[config.mk]
export PLATFORM = sky130hd
export DESIGN_NAME = onewire_bidir_sequencer
export DESIGN_NICKNAME = d
export VERILOG_FILES = /design/src/rtl/onewire_bidir_sequencer.sv
export SDC_FILE = /design/constraint.sdc
export NUM_CORES = 1
export LEC_CHECK = 0
export ABC_AREA = 1
export CAP_MARGIN = 25
export CELL_PAD_IN_SITES_DETAIL_PLACEMENT = 1
export CELL_PAD_IN_SITES_GLOBAL_PLACEMENT = 2
export CORE_UTILIZATION = 40
export CTS_CLUSTER_SIZE = 14
export DETAILED_ROUTE_END_ITERATION = 7
export DONT_BUFFER_PORTS = 1
export MAX_ROUTING_LAYER = met4
export PLACE_DENSITY = 0.86
export SLEW_MARGIN = 20
export SYNTH_ARGS = -nofsm -noshare
export SYNTH_HDL_FRONTEND = slang
export SYNTH_SLANG_ARGS = --single-unit
[constraint.sdc]
create_clock -name clk -period 5.15 [get_ports clk]
set_input_delay 0.7725 -clock clk [delete_from_list [all_inputs] [get_ports clk]]
set_output_delay 0.7725 -clock clk [all_outputs]
set_load 0.005 [all_outputs]
[src/rtl/onewire_bidir_sequencer.sv]
// onewire_bidir_sequencer
//   Byte-level half-duplex master for a single open-drain bidirectional pin.
//   Runs reset/presence, write-byte and read-byte slot sequences from a
//   valid/ready command port and returns one response per command.
// Ports
//   clk, rst                 clock, asynchronous active-high reset
//   cmd_valid/ready/op/data  command port (op 0=RESET 1=WRITE 2=READ 3=NOP)
//   rsp_valid/ready          response handshake
//   rsp_data, rsp_pres       read byte (LSB first) / presence result
//   busy                     high whenever not IDLE
//   pin_o, pin_oe, pin_i     open-drain pad: pin_o=0, pin_oe pulls low, pin_i readback
module onewire_bidir_sequencer #(
    parameter int unsigned T_RST_LOW  = 480,
    parameter int unsigned T_PRES_SMP = 70,
    parameter int unsigned T_RST_REL  = 410,
    parameter int unsigned T_SLOT     = 70,
    parameter int unsigned T_LOW0     = 60,
    parameter int unsigned T_LOW1     = 6,
    parameter int unsigned T_SAMPLE   = 15,
    parameter int unsigned CNT_W      = 10
) (
    input  logic       clk,
    input  logic       rst,
    input  logic       cmd_valid,
    output logic       cmd_ready,
    input  logic [1:0] cmd_op,
    input  logic [7:0] cmd_data,
    output logic       rsp_valid,
    input  logic       rsp_ready,
    output logic [7:0] rsp_data,
    output logic       rsp_pres,
    output logic       busy,
    output logic       pin_o,
    output logic       pin_oe,
    input  logic       pin_i
);

    localparam logic [2:0] S_IDLE    = 3'd0;
    localparam logic [2:0] S_RST_LOW = 3'd1;
    localparam logic [2:0] S_RST_REL = 3'd2;
    localparam logic [2:0] S_SLOT    = 3'd3;
    localparam logic [2:0] S_RESP    = 3'd4;

    localparam logic [1:0] OP_RESET = 2'd0;
    localparam logic [1:0] OP_WRITE = 2'd1;
    localparam logic [1:0] OP_READ  = 2'd2;

    logic [2:0]       state, state_n;
    logic [CNT_W-1:0] cnt, cnt_n;
    logic [2:0]       bit_idx, bit_idx_n;
    logic [1:0]       op_q, op_n;
    logic [7:0]       data_q, data_n;
    logic             rsp_valid_n;
    logic [7:0]       rsp_data_n;
    logic             rsp_pres_n;
    logic             pin_oe_n;
    logic             cmd_ready_n;
    logic             busy_n;
    logic [CNT_W-1:0] low_len_n;
    logic             pin_s1, pin_s2;

    // Open-drain: only ever drive low.
    assign pin_o = 1'b0;

    // Two-flop synchroniser for the asynchronous pad readback.
    always_ff @(posedge clk or posedge rst) begin
        if (rst) begin
            pin_s1 <= 1'b1;
            pin_s2 <= 1'b1;
        end else begin
            pin_s1 <= pin_i;
            pin_s2 <= pin_s1;
        end
    end

    // State and output registers.
    always_ff @(posedge clk or posedge rst) begin
        if (rst) begin
            state     <= S_IDLE;
            cnt       <= '0;
            bit_idx   <= '0;
            op_q      <= '0;
            data_q    <= '0;
            rsp_valid <= 1'b0;
            rsp_data  <= '0;
            rsp_pres  <= 1'b0;
            pin_oe    <= 1'b0;
            cmd_ready <= 1'b1;
            busy      <= 1'b0;
        end else begin
            state     <= state_n;
            cnt       <= cnt_n;
            bit_idx   <= bit_idx_n;
            op_q      <= op_n;
            data_q    <= data_n;
            rsp_valid <= rsp_valid_n;
            rsp_data  <= rsp_data_n;
            rsp_pres  <= rsp_pres_n;
            pin_oe    <= pin_oe_n;
            cmd_ready <= cmd_ready_n;
            busy      <= busy_n;
        end
    end

    // Next-state logic; outputs are derived from the next state so the
    // registered pin_oe lines up exactly with the state it belongs to.
    always_comb begin
        state_n     = state;
        cnt_n       = cnt;
        bit_idx_n   = bit_idx;
        op_n        = op_q;
        data_n      = data_q;
        rsp_valid_n = rsp_valid;
        rsp_data_n  = rsp_data;
        rsp_pres_n  = rsp_pres;

        case (state)
            S_IDLE: begin
                if (cmd_valid && cmd_ready) begin
                    op_n       = cmd_op;
                    data_n     = cmd_data;
                    cnt_n      = '0;
                    bit_idx_n  = '0;
                    rsp_data_n = '0;
                    rsp_pres_n = 1'b0;
                    case (cmd_op)
                        OP_RESET: state_n = S_RST_LOW;
                        OP_WRITE,
                        OP_READ:  state_n = S_SLOT;
                        default: begin
                            state_n     = S_RESP;
                            rsp_valid_n = 1'b1;
                        end
                    endcase
                end
            end
            S_RST_LOW: begin
                if (cnt == CNT_W'(T_RST_LOW - 1)) begin
                    state_n = S_RST_REL;
                    cnt_n   = '0;
                end else begin
                    cnt_n = cnt + CNT_W'(1);
                end
            end
            S_RST_REL: begin
                if (cnt == CNT_W'(T_PRES_SMP - 1)) begin
                    rsp_pres_n = ~pin_s2;
                end
                if (cnt == CNT_W'(T_RST_REL - 1)) begin
                    state_n     = S_RESP;
                    rsp_valid_n = 1'b1;
                    cnt_n       = '0;
                end else begin
                    cnt_n = cnt + CNT_W'(1);
                end
            end
            S_SLOT: begin
                if (op_q == OP_READ && cnt == CNT_W'(T_SAMPLE - 1)) begin
                    rsp_data_n[bit_idx] = pin_s2;
                end
                if (cnt == CNT_W'(T_SLOT - 1)) begin
                    cnt_n = '0;
                    if (bit_idx == 3'd7) begin
                        state_n     = S_RESP;
                        rsp_valid_n = 1'b1;
                    end else begin
                        bit_idx_n = bit_idx + 3'd1;
                    end
                end else begin
                    cnt_n = cnt + CNT_W'(1);
                end
            end
            S_RESP: begin
                if (rsp_ready) begin
                    state_n     = S_IDLE;
                    rsp_valid_n = 1'b0;
                end
            end
            default: begin
                state_n     = S_IDLE;
                rsp_valid_n = 1'b0;
            end
        endcase

        // Write-0 holds the line low long; write-1 and read slots use the short pulse.
        low_len_n = (op_n == OP_WRITE && !data_n[bit_idx_n]) ? CNT_W'(T_LOW0) : CNT_W'(T_LOW1);

        pin_oe_n    = (state_n == S_RST_LOW) || (state_n == S_SLOT && cnt_n < low_len_n);
        cmd_ready_n = (state_n == S_IDLE) && !rsp_valid_n;
        busy_n      = (state_n != S_IDLE);
    end

endmodule

==> run metrics <==
status=finished clean; most common cell after layout, fill and taps aside=nand2_1; max-slew violations=0; maxcap violations=0; register area share after synthesis=around 42%; Final Power=about 1.1 mW; Worst-path clk slew=~0.08 ns; number of antenna violations at the first check in global routing=0; Synth Flop Type=dfrtp_1; Worst Path Required=roughly 5.4 ns; ANT cells=0; WL/cell=around 15 um; DRT Wirelength=around 5.8 mm; Detail Route Antenna Nets=0; drt via density=5.07; most frequent cells in the layout=nand2_1 (79), inv_1 (45), dfrtp_1 (38); Setup Fix Bufs, Post-CTS=0; Syn Area/Cell=between 7 and 8 sq um; leakage=1.23 nW; CTS tree=yes; Syn Nets=approximately 330; die outline width=~80 um; Cells after Synth=~300; Fill cells=744; Layout area overhead=5.71%; Synth async-reset ratio=100%; Yosys reg bits=41; Final WS setup=between 2 and 2.5 ns; DRT met1 WL=~2.9 mm; critical path class=reg -> reg; minimum clock period=between 2 and 3 ns; Critical Path Max Stage Delay=roughly 0.5 ns; Slowest cell on crit path=dfrtp_1; Max Clk Rate=0.360 GHz; Period Utilization, post-route=approximately 54%; Top Metal Used=met4; Starting Density=around two fifths; die area=approximately 6400 sq um; clock skew=around 0.0063 ns; Synth Warn #=0; simple-gate share of the synthesized area=33.4%; Post-synth EDFFs=0; pre-CTS WS=between 2 and 2.5 ns; setup TNS=0 ns; Worst Path Arrival=3.01 ns; total CTS buffers=5; FP Rows=28; I/O pin count=29; Worst Setup End Kind=flop; CTS Buffer Depth=2; Worst-Margin Slew=~0.53 ns; NumNets Final=between 300 and 400; Syn Std Cell Area=approximately 2400 sq um; post-synthesis compound-gate area fraction=9.21%; CP top delay family=simple AND/OR/NAND/NOR gates; Power Dens Cells=between 400 and 500 nW/um^2; WL met2=~2.7 mm; number of I/O port buffers=0; Overflow after GRT=0; Slew HR=roughly two thirds; first-pass GRT wire length=9.80 mm; Synth Area in XOR/XNOR=~1.4%; H-tree lvl count=2; largest net degree at the start of global routing=42; drt initial violations=57; metal3 WL=between 150 and 200 um; DRC violations left=0; Cells after DPL=380; clk root buf=clkbuf_8; die height=around 80 um; later-pin clock latency in the skew report=between 0.2 and 0.3 ns; via count=around 2000; register area=slightly above 1000 sq um; largest family of logic cells by synthesized area=simple AND/OR/NAND/NOR gates; hold buffers post-CTS=0; VDD IR max=0.206 mV; unrepaired setup endpoints after global routing=false; Fin. Hold Viols=0; layout cells sized above 1=12.1%; routability cong.=roughly 0.86; crit-path cells=inv_2, nand3_2, nand2_1, nand2_1, nor2_2, nand2_2, nand3_1, nand3_1, nand3_2, nand3_2, ha_1, a21oi_1, nand2_1, nor2_1, nand3_1, nor2_1, nand3_1, nand2_1; final setup vio count=0; Startpoint Class=flop; gr usage total=between 20% and 30%; post-CTS sizing=0; buffers and inverters on the worst path=1; Worst Path Max Fanout=11; Multi-input gate area=about 1200 sq um; mux share of post-synthesis cell area=0%; post-synthesis cell type count=36; Final Cell Area=roughly 2600 sq um; vias in the first global route=approximately 2000; Core ar.=slightly below 6000 sq um; Placed Area=roughly 2500 sq um; Worst Hold Class=reg -> reg; Finished Layout Cells=approximately 390; DR pass1 iterations=4; CTS sink count=approximately 40; HPWL after DPL=4.58 mm; adder-cell share of the synthesized area=approximately 4%
state kept, by name, summed over array words and instances (netlist names):
name       flops
pin_s2         1
data_q         8
pin_oe         1
cmd_ready      1
bit_idx        3
cnt           10
busy           1
op_q           2
rsp_valid      1
rsp_pres       1
rsp_data       8
pin_s1         1
state          3
synthesized netlist by cell type, types with 2 or more instances:
library cell / count / area, sq um
nor2_2: 3 / 18.8
a21oi_1: 2 / 10.0
o21ai_1: 6 / 30.0
xor2_1: 4 / 35.0
nand2_2: 6 / 37.5
nand4_1: 3 / 18.8
o22ai_1: 4 / 25.0
nand3_2: 4 / 40.0
inv_1: 45 / 169
inv_2: 4 / 15.0
nand2_4: 2 / 22.5
dfstp_2: 3 / 78.8
buf_6: 2 / 22.5
dfrtp_1: 38 / 951
o21ai_0: 21 / 105
nor3_1: 10 / 50.1
o21a_1: 2 / 15.0
ha_1: 8 / 100
nand3_4: 2 / 35.0
nand2_1: 79 / 297
buf_4: 2 / 15.0
nor2_1: 19 / 71.3
nand3_1: 24 / 120
nor2_4: 4 / 45.0
layout make-up:
| class | instances | area share (%) |
|---|---|---|
| clock buffer | 8 | 3.12 |
| tap | 75 | 3.65 |
| inverter | 49 | 7.16 |
| multi-input combinational | 214 | 45.7 |
| timing repair buffer | 1 | 0.292 |
| sequential | 41 | 40.1 |
power by group:
part	internal (mW)	total (mW)	leakage [nW]	switching, mW
sequential	0.414	0.496	0.508	0.0829
combinational	0.165	0.440	0.687	0.276
clock	0.0965	0.206	0.0395	0.110
kinds of logic after synthesis:
group | count (synthesis)
compound gates | 40
xor+xnor | 4
fa+ha+maj | 8
buf+inv | 54
flops | 41
other cells | 1
simple gates | 161
metrics by stage:
stage / util, % / hold WS (ns)
after global routing: 43.7 / 0.362
after floorplan: - / 0.345
after detailed placement: 42.3 / 0.348
final: 43.7 / 0.357
after CTS: 43.7 / 0.359
after global placement: 42.3 / 0.347
final timing paths:
kind                             end  slack [ns]  depth (start not counted)      from
min                           pin_s2        0.36                          0    pin_s1
min reg2reg                   pin_s2        0.36                          0    pin_s1
max in group asynchronous  cmd_ready        4.28                          2       rst
min in group asynchronous    op_q[1]        0.50                          2       rst
max reg2reg                   pin_oe        2.37                         18  state[2]
max                           pin_oe        2.37                         18  state[2]
metal layers:
metal	up-vias	track usage, %
li1	1001	-
met5	-	-
met2	33	31.8
met4	0	4.82
met1	927	27.6
met3	6	4.23
Note: power is estimated with default switching activity, not from simulation.
